<file path="config.mk">
export PLATFORM = sky130hd
export DESIGN_NAME = instr_fetch
export DESIGN_NICKNAME = d
export VERILOG_FILES = /design/src/rtl/instr_fetch.sv
export SDC_FILE = /design/constraint.sdc
export NUM_CORES = 1
export LEC_CHECK = 0
export ABC_AREA = 0
export BUFFER_PORTS_ARGS = -buffer_cell sky130_fd_sc_hd__buf_4
export CAP_MARGIN = 0
export CORE_MARGIN = 2
export CORE_UTILIZATION = 30
export CTS_CLUSTER_DIAMETER = 200
export DETAILED_ROUTE_END_ITERATION = 12
export GPL_TIMING_DRIVEN = 0
export PLACE_DENSITY_LB_ADDON = 0.1
export SLEW_MARGIN = 10
export SYNTH_ARGS = -nofsm -noshare
export SYNTH_HDL_FRONTEND = slang
export SYNTH_SLANG_ARGS = --single-unit
</file>
<file path="constraint.sdc">
create_clock -name CLK -period 3.4 [get_ports CLK]
set_clock_uncertainty 0.2 [all_clocks]
set_input_delay 0 -clock CLK [delete_from_list [all_inputs] [get_ports CLK]]
set_output_delay 0 -clock CLK [all_outputs]
set_load 0.01 [all_outputs]
</file>
<file path="src/rtl/instr_fetch.sv">
// Instruction fetch stage: issues imem reads at PC, captures word/PC/PC+4 into a
// one-entry slot for decode, and drives the PC register's advance enable.
module instr_fetch #(
  parameter logic [31:0] PC_INIT = 32'h0000_0000
) (
  input  logic        CLK,
  input  logic        RST,
  input  logic [31:0] PC,
  output logic        imemREN,
  output logic [31:0] imemaddr,
  input  logic        ihit,
  input  logic [31:0] imemload,
  output logic        Adv,
  input  logic        flush,
  input  logic        halt,
  input  logic        id_ready,
  output logic        if_valid,
  output logic [31:0] if_instr,
  output logic [31:0] if_pc,
  output logic [31:0] if_npc
);

  typedef logic [31:0] word_t;
  typedef enum logic [1:0] {IDLE = 2'd0, FETCH = 2'd1, HALTED = 2'd2} state_t;

  state_t state;
  logic   accept;

  assign imemaddr = PC;

  // Issue only when the slot is empty or being drained this cycle, so the
  // captured word always has somewhere to go.
  assign imemREN = (state == FETCH) & ~halt & ~flush & (~if_valid | id_ready);
  assign accept  = imemREN & ihit;
  assign Adv     = accept | flush;

  always_ff @(posedge CLK or posedge RST) begin
    if (RST) begin
      state    <= IDLE;
      if_valid <= 1'b0;
      if_instr <= '0;
      if_pc    <= PC_INIT;
      if_npc   <= PC_INIT + word_t'(4);
    end else begin
      case (state)
        IDLE:    state <= halt ? HALTED : FETCH;
        FETCH:   if (halt) state <= HALTED;
        default: state <= HALTED;
      endcase

      // A redirect wins over any data returning in the same cycle.
      if (flush) begin
        if_valid <= 1'b0;
      end else if (accept) begin
        if_valid <= 1'b1;
        if_instr <= imemload;
        if_pc    <= PC;
        if_npc   <= PC + word_t'(4);
      end else if (if_valid && id_ready) begin
        if_valid <= 1'b0;
      end
    end
  end

endmodule

</file>
Word-level counts from Yosys, hierarchy flattened
Cells that the tools add are included.
- register bits: 99
- bits of input ports: 70
- output and inout port bits: 131
- word-level logic and storage cells: 27
- $add $sub $neg: 1
- equal/unequal tests: 2
- muxes and demuxes: 6
- bitwise operators: 9
- reductions and logical operators: 4
- operator list (operator ; count):
    $add 32x3->32 const B ; 1
    $and 1x1->1 ; 4
    $mux 2 ; 2
    $pmux 2 s2 ; 1
    $mux 1 ; 3
    $not 1->1 ; 3
    $reduce_bool 3->1 ; 1
    $eq 2x1->1 const B ; 1
    $logic_not 2->1 ; 1
    $ne 2x2->1 const B ; 1
    $or 1x1->1 ; 2
    $reduce_and 2->1 ; 1
    $logic_and 1x1->1 ; 1

Logic depth before layout (Yosys ltp)
- word-level depth: 7
- mapped depth: 8
- gate-level depth less buffers: 6

Worst setup path after synthesis
OpenSTA, ideal clock, no wires.
- kind: reg-to-reg
- start: register if_valid
- end: register if_pc[0]
- setup time: 0.125 ns
- arrival: 1.475 ns
- required time: 3.075 ns
- setup slack: 1.600 ns
- cell stages (with the launch flop): 7
- buffers on the path: 2
- clock period less this slack: 1.800 ns
- cells stage by stage: dfrtp_1 > nand2b_1 > and3b_1 > nand3_1 > buf_2 > clkbuf_1 > mux2_2
- cells in the longest elaborated chain, start to end: 5
- RTL lines (what ; RTL line ; source):
    start: declaration ; 17 ; output logic if_valid,
    start signal: assignment ; 40 ; if_valid <= 1'b0;
    start signal: assignment ; 53 ; if_valid <= 1'b0;
    start signal: assignment ; 55 ; if_valid <= 1'b1;
    $not 1->1 ; 33 ; assign imemREN = (state == FETCH) & ~halt & ~flush & (~if_valid | id_ready);
    $or 1x1->1 ; 33 ;
    $and 1x1->1 ; 33 ;
    $and 1x1->1 ; 34 ; assign accept = imemREN & ihit;
    $reduce_and 2->1 (no source line) ; n/a ;
    end signal: assignment ; 42 ; if_pc <= PC_INIT;
    end signal: assignment ; 57 ; if_pc <= PC;
    end: declaration ; 19 ; output logic [31:0] if_pc,
Every way passes these cells.
A chain may end at the register's enable or synchronous reset.

Worst setup path after layout
- start: register if_valid
- end: register if_valid
- cells in the longest elaborated chain, start to end: 6
- elaborated cells between the ends (all ways): 8
- those cells by class: mux: 2; bitwise: 4; reduce/logical: 2
- RTL lines (what ; RTL line ; source):
    $not 1->1 ; 33 ;
    $or 1x1->1 ; 33 ;
    $and 1x1->1 ; 33 ;
    $and 1x1->1 ; 34 ;
    $mux 1 ; 54 ; end else if (accept) begin
    $mux 1 ; 52 ; if (flush) begin
Several ways; a longest one is shown, not always the timed one.

==> flow_summary.toml <==
[global_route]
grt_pass1_wl_um = 20500
grt-ovfl-total = 0
antenna_found_initial = 0
grt_usage_pct = 16.4
grt_pass1_vias = 3876
grt_max_degree = 52

[power_and_ir_drop]
leakagePower_uw = 0.00366
vdd_ir_drop_max_mv = 0.252
power.total_uw = 2520
power.density_nw_per_um2 = 353

[placed_design]
gp_congestion = 0.747
io_buffers = 200
hpwl_um = 9040
dp_worst_setup_slack_ns = 1.03

[clocking]
clock_sink_count = 97
cts_resized = 0
cts_buffers = 9
cts_tree = "yes"
clkLatencyLatePin_ns = 0.34
hold_buffers = 69
path_clk_slew_ns = 0.06
cts_buffer_depth = 2
cts_setup_buffers = 0
ctsRootBufferMaster = "clkbuf_16"
cts_max_level = 3

[setup_path]
critPathMaxFanout = 10
critPathArrivalTime_ns = 2.88
rrSetupSlack_ns = 0.54
worst_setup_path_end_kind = "register"
r2r_start = "if_valid$_DFFE_PP0P_"
rr_endpoint = "if_valid$_DFFE_PP0P_"
startpoint = "if_valid$_DFFE_PP0P_"
required_ns = 3.43
cp-start-kind = "register"
ff2ff_path_depth = 8
crit_type = "register to register"

[run]
max-cap-violations = 0

[layout]
most-common-layout-cells = "buf_4, dfrtp_1, dlygate4sd3_1"
n_fill_cell = 1325
nets = 715
antenna_cells = 0
area_growth_pct = 62.4
drive_gt1_share_pct = 51.8
postLayoutCoreUtil_pct = 49.6
final_common_cell = "buf_4"

[yosys]
yosys-top-cells-area = "dfrtp_1, mux2_2, buf_4"
synth_cells = 363
synth_top_area_share_pct = 54.5
ys_ff_latch = 97
ys_seq_area_share_pct = 55.1
syn-cell-area_um2 = 4410
syn_nets = 434
ys_types = 35
synth_warnings = 0
synth_area_per_cell_um2 = 12.1
yosysTopAreaCell = "dfrtp_1"

[hold_path]
hold_path_class = "primary input to register"
hold_depth = 4
holdPathEnd = "if_npc[29]$_DFFE_PP0P_"
hp-start = "ihit"

[timing]
rsz0062_at_grt = "no"
period_minus_slack_ns = 2.86
fmax_mhz = 350
final_hold_viol_count = 0
slew_viol_final = 0
setup_viol = 0
post-route-period-util_pct = 84.0
worst_pin_slew_ns = 0.774
setup_slack_ns = 0.544
max_slew_margin_pct = 47.9

[floorplan]
fp.dieH_um = 125
die_w_um = 125
coreArea_um2 = 14400
row_count = 44
io_pins = 201
start_util_pct = 30.5
die_area_um2 = 15700

[outcome]
status = "complete, no violations"

[route]
drc_errors = 0
routed_wl_um = 12500
dr.pass1.iters = 4
wl_per_cell_um = 15.1
drtIter0Drc = 72
via_per_inst = 4.37
ant_nets = 0
num_vias = 3644
-- worst max-delay path: stages, from the launching register on --
cell and delay, ns:
dfrtp_1 0.35, nand2b_1 0.09, and3b_1 0.18, nand3_1 0.10, buf_2 0.25, buf_2 0.29
clkbuf_1 0.49, o21ai_0 0.18, dlygate4sd3_1 0.59
-- cells in the mapped netlist --
master and number:
xnor2_1 16, or4_4 1, and4_2 2, nor2_1 3, xor2_1 12, nor3_2 4
mux2_2 61, dfstp_2 1, o21ai_0 27, nor3b_2 1, dfrtp_1 96, and3_1 3
nand4_4 1, o21ai_2 1, nand2b_1 2, nor3_1 3, o21ai_1 6, buf_6 1
inv_1 6, nand4_2 1, nor4_4 1, ha_1 1, buf_4 34, nand3_1 10
clkbuf_8 1, or3_1 1, nand2_1 40, and3_2 1, and2_1 1, buf_2 8
nor4_1 1, clkbuf_1 6, and4_1 2, nand4_1 7, and3b_1 1
-- registers in the layout, indices dropped and copies added (netlist names) --
name	cells
if_valid	1
if_pc	32
if_npc	30
state	2
if_instr	32
-- final cells by class --
class,instances,area (um^2),share of cell area [%]
buffer,50,343,4.79
sequential,97,2430,33.9
timing repair buffer,270,2220,31.0
tap,184,230,3.22
multi-input combinational,210,1610,22.5
clock buffer,11,243,3.39
inverter,6,25.0,0.350
clock inverter,5,53.8,0.752
-- kinds of logic after synthesis --
| family | after synthesis | share of synthesized area (%) |
|---|---|---|
| AO/OA/AOI/OAI | 34 | 3.95 |
| XOR/XNOR | 28 | 5.57 |
| adder cells (fa/ha/maj) | 1 | 0.284 |
| buffers and inverters | 56 | 8.29 |
| flip-flops | 97 | 55.1 |
| multiplexers | 61 | 15.6 |
| AND/OR/NAND/NOR | 86 | 11.2 |
-- layer usage --
| layer | global-route usage, % | vias up | part of all wire, % |
|---|---|---|---|
| met5 | 0 | - | 0 |
| met4 | 6.47 | 0 | 2.4 |
| met3 | 4.11 | 19 | 6.3 |
| met2 | 27.7 | 126 | 49 |
| met1 | 20.2 | 1725 | 43 |
| li1 | - | 1774 | - |
-- power breakdown --
group,internal [uW],switching [uW],total [uW]
registers,1170,8.25,1180
clock network,589,430,1020
logic,196,131,327
total,1950,570,2520
-- through the flow --
step	std cells	hold slack [ns]	area (um^2)	TNS, ns
floorplan	363	-0.122	4410	0
CTS	833	0.00784	7150	0
global placement	747	-0.00771	6140	-65.29
global route	833	0.0664	7150	0
finish	833	0.00112	7150	0
detailed placement	748	-0.0661	6170	0
-- how the worst max path moves through the flow --
| stage | slack (ns) | endpoint |
|---|---|---|
| after floorplan | 0.67 | if_instr[0]$_DFFE_PP0P_ |
| after global placement | -0.69 | if_pc[16]$_DFFE_PP0P_ |
| after detailed placement | 1.03 | if_valid$_DFFE_PP0P_ |
| after CTS | 0.47 | if_valid$_DFFE_PP0P_ |
| after global routing | 0.25 | if_valid$_DFFE_PP0P_ |
| final | 0.54 | if_valid$_DFFE_PP0P_ |
Power figures use the tool's default switching activity.
